**src/rtl/uart_tx_fifo.sv**
```systemverilog
// -----------------------------------------------------------------------------
// uart_tx_fifo
//   Byte FIFO in front of the UART transmit stage. Producers may write at any
//   rate. Bytes are held in order and launched one at a time to the
//   transmitter with a single-cycle tx_enable pulse whenever it reports ready.
//
// Ports
//   clk             system clock, all logic on posedge
//   reset           synchronous, active-low reset
//   wr_en, wr_data  write strobe and byte to enqueue
//   clear_overflow  clears the sticky overflow flag
//   full, empty     no free entries / no stored entries
//   count           stored entries, 0..DEPTH
//   overflow        sticky: a write was dropped while full
//   tx_ready        transmitter idle and able to accept a byte
//   tx_enable       one-cycle launch pulse to the transmitter
//   tx_data         byte presented with tx_enable, held until the next launch
// -----------------------------------------------------------------------------
module uart_tx_fifo #(
  parameter int DEPTH = 16
) (
  input  logic                   clk,
  input  logic                   reset,
  input  logic                   wr_en,
  input  logic [7:0]             wr_data,
  input  logic                   clear_overflow,
  output logic                   full,
  output logic                   empty,
  output logic [$clog2(DEPTH):0] count,
  output logic                   overflow,
  input  logic                   tx_ready,
  output logic                   tx_enable,
  output logic [7:0]             tx_data
);

  localparam int AW = $clog2(DEPTH);
  localparam int PW = AW + 1;

  typedef enum logic [1:0] {
    IDLE,
    LAUNCH,
    WAIT_BUSY,
    WAIT_READY
  } state_t;

  state_t          state_q;
  state_t          state_d;
  logic [7:0]      mem [DEPTH];
  logic [PW-1:0]   wr_ptr;
  logic [PW-1:0]   rd_ptr;
  logic            wr_accept;
  logic            pop;

  // Pointers carry one extra bit, so their difference spans 0..DEPTH.
  assign count = wr_ptr - rd_ptr;
  assign full  = (count == PW'(DEPTH));
  assign empty = (count == '0);

  // A pop in the same cycle never frees space for this cycle's write.
  assign wr_accept = wr_en && !full;
  assign pop       = (state_q == IDLE) && tx_ready && !empty;

  // NOTE: every signal assigned in always_comb gets a default first, so no
  // path through the case statement can leave it unassigned and infer a latch.
  always_comb begin
    state_d = state_q;
    unique case (state_q)
      IDLE:       if (pop)       state_d = LAUNCH;
      LAUNCH:                    state_d = WAIT_BUSY;
      // Wait for the transmitter to take the byte before trusting ready again.
      WAIT_BUSY:  if (!tx_ready) state_d = WAIT_READY;
      WAIT_READY: if (tx_ready)  state_d = IDLE;
      default:                   state_d = IDLE;
    endcase
  end

  // NOTE: storage has no reset; its contents are only ever read behind the
  // pointers, and leaving it out of reset keeps it mappable to plain RAM.
  always_ff @(posedge clk) begin
    if (wr_accept) mem[wr_ptr[AW-1:0]] <= wr_data;
  end

  // NOTE: sequential state uses non-blocking assignments so every register
  // samples the pre-edge values regardless of statement order.
  always_ff @(posedge clk) begin
    if (!reset) begin
      state_q   <= IDLE;
      wr_ptr    <= '0;
      rd_ptr    <= '0;
      overflow  <= 1'b0;
      tx_enable <= 1'b0;
      tx_data   <= 8'h00;
    end else begin
      state_q   <= state_d;
      // Only set on the IDLE->LAUNCH edge, so it is high for LAUNCH only.
      tx_enable <= pop;

      if (wr_accept) wr_ptr <= wr_ptr + 1'b1;

      if (pop) begin
        tx_data <= mem[rd_ptr[AW-1:0]];
        rd_ptr  <= rd_ptr + 1'b1;
      end

      // A dropped write in the same cycle as a clear keeps the flag set.
      if (wr_en && full)       overflow <= 1'b1;
      else if (clear_overflow) overflow <= 1'b0;
    end
  end

endmodule
```
**config.mk**
```make
export PLATFORM = sky130hd
export DESIGN_NAME = uart_tx_fifo
export DESIGN_NICKNAME = d
export VERILOG_FILES = /design/src/rtl/uart_tx_fifo.sv
export SDC_FILE = /design/constraint.sdc
export NUM_CORES = 1
export LEC_CHECK = 0
export BUFFER_PORTS_ARGS = -buffer_cell sky130_fd_sc_hd__buf_2
export CAP_MARGIN = 25
export CORE_MARGIN = 3
export CORE_UTILIZATION = 50
export CTS_CLUSTER_SIZE = 14
export DETAILED_ROUTE_END_ITERATION = 10
export PLACE_DENSITY = 0.67
export SYNTH_ARGS = -nofsm -noshare
export SYNTH_HDL_FRONTEND = slang
export SYNTH_SLANG_ARGS = --single-unit
```
**constraint.sdc**
```tcl
create_clock -name clk -period 5 [get_ports clk]
set_input_delay 0.25 -clock clk [delete_from_list [all_inputs] [get_ports clk]]
set_output_delay 0.25 -clock clk [all_outputs]
set_load 0.005 [all_outputs]
```
=== Word level (Yosys, flattened, before mapping) ===
Memories as Yosys holds them, arrays and structs flattened. A register that Yosys moved wholly into a read port is not among the register bits.
Cells that the tools add are included.

* Flip-flop bits (word level): 14
* Memory bits (writable): 128
* Input port bits: 13
* Output and inout port bits: 17
* Logic and storage cells: 35
* Memories kept: 1

{| class="wikitable"
|+ Memories
! memory !! words !! width !! read ports !! clocked after memory_dff !! write ports !! RTL line !! text
|-
| mem || 16 || 8 || 1 || 1 || 1 || 48 || <nowiki>logic [7:0] mem [DEPTH];</nowiki>
|}

* $add $sub $neg: 3
* Eq/ne operators: 7
* Mux-type cells: 8
* Reductions and logical operators: 11

{| class="wikitable"
|+ Operators with widths
! kind !! count
|-
| $add 5x1->5 const B || 2
|-
| $pmux 2 s4 || 1
|-
| $mux 2 || 3
|-
| $ne 2x2->1 const B || 3
|-
| $eq 5x5->1 const B || 1
|-
| $logic_not 5->1 || 1
|-
| $sub 5x5->5 || 1
|-
| $eq 2x2->1 const B || 2
|-
| $logic_and 1x1->1 || 4
|-
| $mux 1 || 4
|-
| $logic_not 1->1 || 3
|-
| $reduce_and 3->1 || 1
|-
| $eq 2x1->1 const B || 1
|-
| $logic_not 2->1 || 1
|-
| $reduce_bool 2->1 || 1
|}

=== Depth between registers and ports, before layout ===
Gate-level depths: netlist (run 1).

* Depth in word-level cells: 6
* Depth in mapped cells: 13
* Mapped depth without buffers: 10

=== Worst setup path after synthesis (run 1) ===
OpenSTA, ideal clock, no wires.

* Path kind: reg2reg
* Start point: reg rd_ptr[1]
* End point: mem mem[3][0], enable pin
* Data arrival time: 2.841 ns
* Data required time: 4.617 ns
* Setup slack: 1.775 ns
* Stages on the path, launching flop included: 11
* Buffers on the path: 3
* Clock period less this slack: 3.225 ns
* Cells stage by stage: dfxtp_1 > buf_2 > buf_2 > buf_2 > inv_1 > fa_1 > xor2_1 > nand4b_2 > a211oi_4 > nand3b_1 > nor3_1

* Longest elaborated chain between the ends: 6

{| class="wikitable"
|+ Ends and longest elaborated chain
! item !! RTL line !! text
|-
| from (decl) || 50 || <nowiki>logic [PW-1:0] rd_ptr;</nowiki>
|-
| from (signal assigned) || 102 || <nowiki>rd_ptr <= rd_ptr + 1'b1;</nowiki>
|-
| $sub 5x5->5 || 55 || <nowiki>assign count = wr_ptr - rd_ptr;</nowiki>
|-
| net count[2] || 29 || <nowiki>output logic [$clog2(DEPTH):0] count,</nowiki>
|-
| $eq 5x5->1 || 56 || <nowiki>assign full = (count == PW'(DEPTH));</nowiki>
|-
| net full || 27 || <nowiki>output logic full,</nowiki>
|-
| $logic_not 1->1 || 60 || <nowiki>assign wr_accept = wr_en && !full;</nowiki>
|-
| $logic_and 1x1->1 || 60 ||
|-
| $mux 1 || 80 || <nowiki>if (wr_accept) mem[wr_ptr[AW-1:0]] <= wr_data;</nowiki>
|-
| $mux 1 (not written as such) || 80 ||
|-
| to (decl) || 48 ||
|}

The timed path passes the listed nets, and every way through them passes these cells.

=== Worst setup path after layout (run 1) ===
* Start point: reg wr_ptr[0]
* End point: mem mem[11][6], enable pin

* Longest elaborated chain between the ends: 6

{| class="wikitable"
|+ Ends and longest elaborated chain
! item !! RTL line !! text
|-
| from (decl) || 49 || <nowiki>logic [PW-1:0] wr_ptr;</nowiki>
|-
| from (signal assigned) || 98 || <nowiki>if (wr_accept) wr_ptr <= wr_ptr + 1'b1;</nowiki>
|-
| $sub 5x5->5 || 55 ||
|-
| $eq 5x5->1 || 56 ||
|-
| $logic_not 1->1 || 60 ||
|-
| $logic_and 1x1->1 || 60 ||
|-
| $mux 1 || 80 ||
|-
| $mux 1 (not written as such) || 80 ||
|}

Several ways; a longest one is shown, not always the timed one.

==> summary.txt, run 1 <==
Run status
  – Result of the run: completed

Timing
  – Final TNS setup: 0 ns
  – Final critical path time including I/O delays and setup: 3.14 ns
  – Worst Skew: 0.00746 ns
  – Count of final hold-check violations: 0
  – Slew margin rel.: 34.8%
  – Final max-slew violation count: 0
  – Period utilization: 62.8%
  – RSZ-0062 raised after global routing: false
  – Fmax achieved: 0.319 GHz
  – Slew at the pin closest to its max-slew limit: 0.974 ns
  – Number of setup violations in the final report: 0

Finish
  – Total number of nets in the final design: 418
  – Count of antenna diodes in the layout: 0
  – Share of layout cells above drive strength 1: 24.3%
  – Area growth syn-to-layout: 13.6%
  – Post-layout instance area: 7060 µm²

Synth
  – Average cell area after synthesis: 17.5 µm²
  – Cell taking the most area after synthesis: sky130_fd_sc_hd__edfxtp_1
  – Cell Area, Synth: 6210 µm²
  – Count of flip-flops with a built-in enable after synthesis: 128
  – Most used flip-flop cell after synthesis: sky130_fd_sc_hd__edfxtp_1
  – Number of warnings printed during yosys synthesis: 0
  – Share of the synthesized area in the top cell type: 61.9%
  – Unique masters post-synth: 41
  – Async SR Flop Fraction: 0%
  – Synthesized instance count: 355
  – Main area contributors after synthesis: sky130_fd_sc_hd__edfxtp_1, sky130_fd_sc_hd__mux4_2, sky130_fd_sc_hd__dfxtp_1
  – Seq cells post-synth: 150
  – Syn_nets: 382
  – Part of the Yosys area used for sequential elements: 69.0%

Floorplanning
  – Count of boundary I/O pins: 30
  – Placement Rows: 40
  – Height of the die: 117 µm
  – Initial cell density of the core: 51.5%
  – Full die area: 13,800 µm²
  – Core Region: 12,100 µm²
  – Die X-Extent: 117 µm

Clock tree
  – Depth of the CTS H-tree: 4
  – Sinks on Clock Net: 150
  – Clock input transition at the sequential cells of the worst setup and hold paths: 0.06 ns
  – Total clock buffers created by CTS: 17
  – Post-CTS Setup Inserts: 0
  – Quantity of gates resized following cts: 0
  – Clock Path Buffers: 2
  – CTS tree: yes
  – Root buffer cell: sky130_fd_sc_hd__clkbuf_16
  – Clock insertion delay at the later pin of the skew report: 0.42 ns
  – Number of hold-repair buffers added at the cts stage: 0

Routing
  – Vias per std cell: 5.81
  – Detailed Route WL: 12,700 µm
  – Post-detailed-route count of antenna-violating nets: 0
  – Iteration-0 DRC Markers: 354
  – Total number of vias: 3,323
  – DRC errors left: 0
  – DR WL/cell: 22.1 µm
  – Number of search-and-repair iterations in the first detailed-routing pass: 4

Setup path
  – Critical path capture point type: register
  – Register-to-Register Path Depth: 9
  – Arrival time reported for the critical path endpoint: 3.18 ns
  – Slack of the worst reg-to-reg path: 1.86 ns
  – Crit Path Max Fanout: 8
  – Type of element launching the critical path: register
  – Setup crit end: mem[11][6]$_DFFE_PP_
  – Capturing point of the worst reg2reg path: mem[11][6]$_DFFE_PP_
  – Crit path kind: register to register
  – Data required time of the worst path: 5.05 ns
  – Launch point of the critical path: wr_ptr[0]$_SDFFE_PN0P_
  – Startpoint of the most critical register-to-register path: wr_ptr[0]$_SDFFE_PN0P_

Global route
  – Largest net degree at the start of global routing: 37
  – Remaining Overflow, GRT: 0
  – First-pass GRT wire length: 19,800 µm
  – Number of antenna violations at the first check in global routing: 0
  – Number of global-route vias before repair: 3,302
  – Global routing usage summed across all routing layers: 19.4%

Power and ir drop
  – Peak supply drop: 0.000334 V
  – PwrDens: 514 nW/µm²
  – Leakage Power: 0.00243 µW

Worst hold path
  – Classification of the worst-slack hold path: primary input to register

Job
  – Maximum Capacitance Violations: 0

Placed design
  – Count of input and output buffers: 29
  – Detailed placement HPWL: 8050 µm
  – Cell area after placement: 6490 µm²
  – Routability cong.: 0.853
## layout by cell type, fill, tap and decap left out, types with 5 or more instances in the layout
master	synthesis	routed
sky130_fd_sc_hd__a21oi_1	5	5
sky130_fd_sc_hd__a221oi_1	8	8
sky130_fd_sc_hd__a22o_1	8	8
sky130_fd_sc_hd__and3_1	15	15
sky130_fd_sc_hd__buf_2	3	29
sky130_fd_sc_hd__clkbuf_16	0	17
sky130_fd_sc_hd__clkinv_4	0	5
sky130_fd_sc_hd__dfxtp_1	22	21
sky130_fd_sc_hd__edfxtp_1	128	128
sky130_fd_sc_hd__ha_1	13	13
sky130_fd_sc_hd__inv_1	10	10
sky130_fd_sc_hd__mux2i_1	6	6
sky130_fd_sc_hd__mux4_2	32	32
sky130_fd_sc_hd__nand2_1	16	16
sky130_fd_sc_hd__nor2_1	9	9
sky130_fd_sc_hd__nor2b_1	6	6
sky130_fd_sc_hd__o211ai_1	10	10
sky130_fd_sc_hd__o21ai_0	12	12
## sequential cells by signal, indices dropped and copies added, names as in the netlist
name,count
mem,128
tx_data,8
rd_ptr,5
wr_ptr,5
state_q,2
overflow,1
tx_enable,1
## metrics by stage
stage	setup WS, ns	total power [µW]	instances	utilization (%)	hold slack (ns)
after floorplan	1.78	2230	355	-	0.349
after global routing	1.66	3810	572	58.5	0.160
after global placement	1.89	2430	539	53.8	0.468
after detailed placement	1.73	2450	539	53.8	0.485
after CTS	1.66	3650	571	58.5	0.140
final	1.86	3630	572	58.5	0.154
## synth_stat cells, types with 5 or more instances
master	instances
sky130_fd_sc_hd__nand2_1	16
sky130_fd_sc_hd__o21ai_0	12
sky130_fd_sc_hd__edfxtp_1	128
sky130_fd_sc_hd__a22o_1	8
sky130_fd_sc_hd__nor2_1	9
sky130_fd_sc_hd__mux2i_1	6
sky130_fd_sc_hd__ha_1	13
sky130_fd_sc_hd__mux4_2	32
sky130_fd_sc_hd__a221oi_1	8
sky130_fd_sc_hd__inv_1	10
sky130_fd_sc_hd__a21oi_1	5
sky130_fd_sc_hd__clkbuf_1	5
sky130_fd_sc_hd__dfxtp_1	22
sky130_fd_sc_hd__o211ai_1	10
sky130_fd_sc_hd__and3_1	15
sky130_fd_sc_hd__nor2b_1	6
## cells by family after synthesis
logic type / after synthesis / synth area share (%)
compound gates: 54 / 6.65
fa+ha+maj: 14 / 2.94
buf+inv: 26 / 2.24
simple gates: 70 / 6.22
xor+xnor: 3 / 0.423
mux: 38 / 12.6
flops: 150 / 69.0
## final cells by class
class	instances	area (µm²)
Fill cell	919	5000
Clock buffer	17	425
Multi-Input combinational cell	179	1790
Inverter	11	41.3
Clock inverter	15	139
Tap cell	168	210
Timing Repair Buffer	32	168
Sequential cell	150	4290
## worst min path at each step
stage / endpoint / startpoint / depth (start not counted)
finish: overflow$_SDFFE_PN0P_ / clear_overflow / 4
global placement: wr_ptr[4]$_SDFFE_PN0P_ / wr_ptr[4]$_SDFFE_PN0P_ / 2
global route: overflow$_SDFFE_PN0P_ / clear_overflow / 4
CTS: overflow$_SDFFE_PN0P_ / clear_overflow / 4
detailed placement: wr_ptr[4]$_SDFFE_PN0P_ / wr_ptr[4]$_SDFFE_PN0P_ / 2
floorplan: mem[0][0]$_DFFE_PP_ / wr_data[0] / 0
## routing by layer
metal | GRT usage, % | share of wire, %
met1 | 28.4 | 47
met2 | 28.9 | 47
met3 | 5.72 | 5.0
met4 | 4.98 | 1.2
met5 | 0 | 0
## critical path, stage by stage (launching register included)
cell                       delay [ns]
sky130_fd_sc_hd__dfxtp_1         0.35
sky130_fd_sc_hd__inv_1           0.14
sky130_fd_sc_hd__ha_1            0.18
sky130_fd_sc_hd__inv_1           0.05
sky130_fd_sc_hd__fa_1            0.40
sky130_fd_sc_hd__xor2_1          0.24
sky130_fd_sc_hd__a211o_1         0.24
sky130_fd_sc_hd__a211oi_4        0.12
sky130_fd_sc_hd__nand3b_1        0.29
sky130_fd_sc_hd__nor2b_1         0.76
## where the power goes
part / switching [µW] / internal (µW) / total (µW)
Combinational: 519 / 419 / 939
Clock: 482 / 725 / 1210
Sequential: 38.8 / 1440 / 1480
Total: 1040 / 2590 / 3630
Note: power is estimated with default switching activity, not from simulation.
==> run 2: changes to the inputs <==
PLACE_DENSITY = 0.7   (was 0.67)
clock period = 2.7 ns   (was 5 ns; I/O delays follow)
==> summary.txt, run 2 (same netlist as run 1, synthesis figures left out) <==
Timing
  – Fmax achieved: 0.377 GHz
  – RSZ-0062 raised after global routing: true
  – Slew margin rel.: 53.7% (+19 points)
  – Worst Skew: 0.00523 ns (-0.00223 ns)
  – Number of setup violations in the final report: 0 (unchanged)
  – Final max-slew violation count: 0 (unchanged)
  – Slew at the pin closest to its max-slew limit: 0.695 ns (-0.279 ns)
  – Count of final hold-check violations: 0 (unchanged)
  – Final critical path time including I/O delays and setup: 2.65 ns
  – Period utilization: 98.3%

Global route
  – Largest net degree at the start of global routing: 37 (unchanged)
  – First-pass GRT wire length: 20,400 µm (+2.8%)
  – Global routing usage summed across all routing layers: 19.8% (+0.41 points)
  – Number of global-route vias before repair: 3,551 (+7.5%)
  – Remaining Overflow, GRT: 0 (unchanged)
  – Number of antenna violations at the first check in global routing: 0 (unchanged)

Power and ir drop
  – Peak supply drop: 0.000485 V (+45%)
  – Internal power: 5280 µW (+100%)
  – Switch share: 28.0% (-0.69 points)
  – Sw power: 2050 µW (+97%)
  – Leakage Power: 0.00256 µW (+5.2%)
  – PwrDens: 987 nW/µm² (+92%)
  – Fraction of power consumed by combinational cells: 30.9% (+5.0 points)
  – Register share of total power: 37.4% (-3.4 points)
  – Part of the total power dissipated in the clock network: 31.8% (-1.5 points)

Job
  – Maximum Capacitance Violations: 0 (unchanged)

Finish
  – Finished Layout Cells: 597 (+4.4%)
  – Total number of nets in the final design: 445 (+6.5%)
  – Fill cell count: 882 (-4.0%)
  – Most used cells in the layout excluding fill and tap cells: sky130_fd_sc_hd__edfxtp_1, sky130_fd_sc_hd__mux4_2, sky130_fd_sc_hd__buf_2, sky130_fd_sc_hd__buf_4, sky130_fd_sc_hd__dfxtp_1
  – Share of layout cells above drive strength 1: 34.3% (+10 points)
  – Count of antenna diodes in the layout: 0 (unchanged)
  – Area growth syn-to-layout: 19.5%
  – Final core utilization: 61.6% (+3.0 points)
  – Max reg flops: 128 (unchanged)
  – Leading cell type in the layout, fill and taps excluded: sky130_fd_sc_hd__edfxtp_1

Routing
  – Iteration-0 DRC Markers: 198 (-44%)
  – Vias per std cell: 5.74 (-1.2%)
  – Post-detailed-route count of antenna-violating nets: 0 (unchanged)
  – Number of search-and-repair iterations in the first detailed-routing pass: 4 (unchanged)
  – Total number of vias: 3,425 (+3.1%)
  – DRC errors left: 0 (unchanged)
  – DR WL/cell: 21.4 µm (-3.3%)
  – Detailed Route WL: 12,800 µm (+0.92%)

Floorplanning
  – Die X-Extent: 117 µm (unchanged)
  – Full die area: 13,800 µm² (unchanged)
  – Initial cell density of the core: 51.5% (unchanged)
  – Count of boundary I/O pins: 30 (unchanged)
  – Core Region: 12,100 µm² (unchanged)
  – Height of the die: 117 µm (unchanged)
  – Placement Rows: 40 (unchanged)

Setup path
  – Arrival time reported for the critical path endpoint: 2.52 ns (-0.66 ns)
  – CP Cell Sequence: inv_2 > ha_4 > inv_2 > fa_1 > nand3b_1 > a211o_1 > buf_4 > buf_6 > a2bb2o_4 > clkinv_4 > buf_6
  – Crit path kind: register to primary output
  – Slowest stage cell on the critical path: sky130_fd_sc_hd__fa_1
  – Max incr delay on CP: 0.48 ns (-0.28 ns)
  – Type of element launching the critical path: register
  – Data required time of the worst path: 2.57 ns (-2.48 ns)
  – Crit path buffers/inverters: 6 (+4)
  – Cell class contributing the biggest share of worst-path delay: adder cells
  – Critical path capture point type: primary output
  – Crit Path Max Fanout: 7 (-1)

Run status
  – Result of the run: completed

Clock tree
  – Clock Path Buffers: 2 (unchanged)
  – Clock input transition at the sequential cells of the worst setup and hold paths: 0.06 ns (about the same)
  – Depth of the CTS H-tree: 4 (unchanged)
  – Root buffer cell: sky130_fd_sc_hd__clkbuf_16
  – Number of hold-repair buffers added at the cts stage: 0 (unchanged)
  – Sinks on Clock Net: 150 (unchanged)
  – CTS tree: yes
  – Total clock buffers created by CTS: 17 (unchanged)
  – Clock insertion delay at the later pin of the skew report: 0.41 ns (about the same)

Placed design
  – Cell Count Post-Placement: 555 (+3.0%)
  – Routability cong.: 0.810 (-5.1%)
  – Detailed placement HPWL: 8100 µm (+0.57%)
  – Count of input and output buffers: 29 (unchanged)

Worst hold path
  – Classification of the worst-slack hold path: primary input to register
-- run 2: final cells by class --
class	instances	area (µm²)	share of cell area, %
tap	168	210	2.83
inverter	11	46.3	0.623
sequential	150	4290	57.7
timing repair buffer	58	387	5.21
multi-input combinational	180	1910	25.7
clock inverter	12	154	2.07
clock buffer	18	429	5.78
-- run 2: power by group through the flow --
stage	clock network (µW)	logic (µW)	registers, µW
5_1_grt	2470	2450	2750
4_1_cts	2360	2030	2740
3_5_place_dp	0	1860	2780
3_3_place_gp	0	1830	2780
2_1_floorplan	0	1380	2780
6_report	2330	2260	2740
-- run 2: path summary, 6_finish.rpt --
kind | cells past startpoint | to | slack, ns | startpoint
max reg2reg | 14 | state_q[0]$_SDFFE_PN0P_ | 0.08 | wr_ptr[0]$_SDFFE_PN0P_
min reg2reg | 2 | wr_ptr[4]$_SDFFE_PN0P_ | 0.49 | wr_ptr[4]$_SDFFE_PN0P_
max | 11 | empty | 0.05 | wr_ptr[0]$_SDFFE_PN0P_
min | 4 | overflow$_SDFFE_PN0P_ | 0.03 | clear_overflow
-- run 2: repair_timing --
action | CTS | global route
pin swaps | 3 | 2
cloned | 0 | 1
gates resized for setup | 11 | 13
setup buffers | 3 | 9
setup endpoints to repair | 30 | 123
-- run 2: through the flow --
stage                     setup TNS, ns  hold WS, ns  total power (µW)  area, µm²  setup WS, ns
final                                 0       0.0319              7330       7430        0.0460
after global routing            -0.0664       0.0542              7680       7430       -0.0347
after CTS                       -0.0210       0.0216              7130       7310       -0.0163
after detailed placement         -0.210        0.463              4640       6660       -0.0268
after global placement                0        0.453              4610       6660        0.0562
after floorplan                   -4.43        0.234              4160       6290       -0.0677
-- run 2: routing by layer --
metal  share of wire (%)  global-route usage (%)
met3                 4.8                    4.57
met4                 2.7                    8.57
met5                   0                       0
met2                  49                    30.9
met1                  43                    27.1
-- run 2: worst register-to-register path, delay by kind of cell (launching register included) --
family          cells  cell delay, ns
fa+ha+maj           2            0.61
flops               1            0.32
simple gates        2            0.22
compound gates      3            0.70
buf+inv             7            0.65
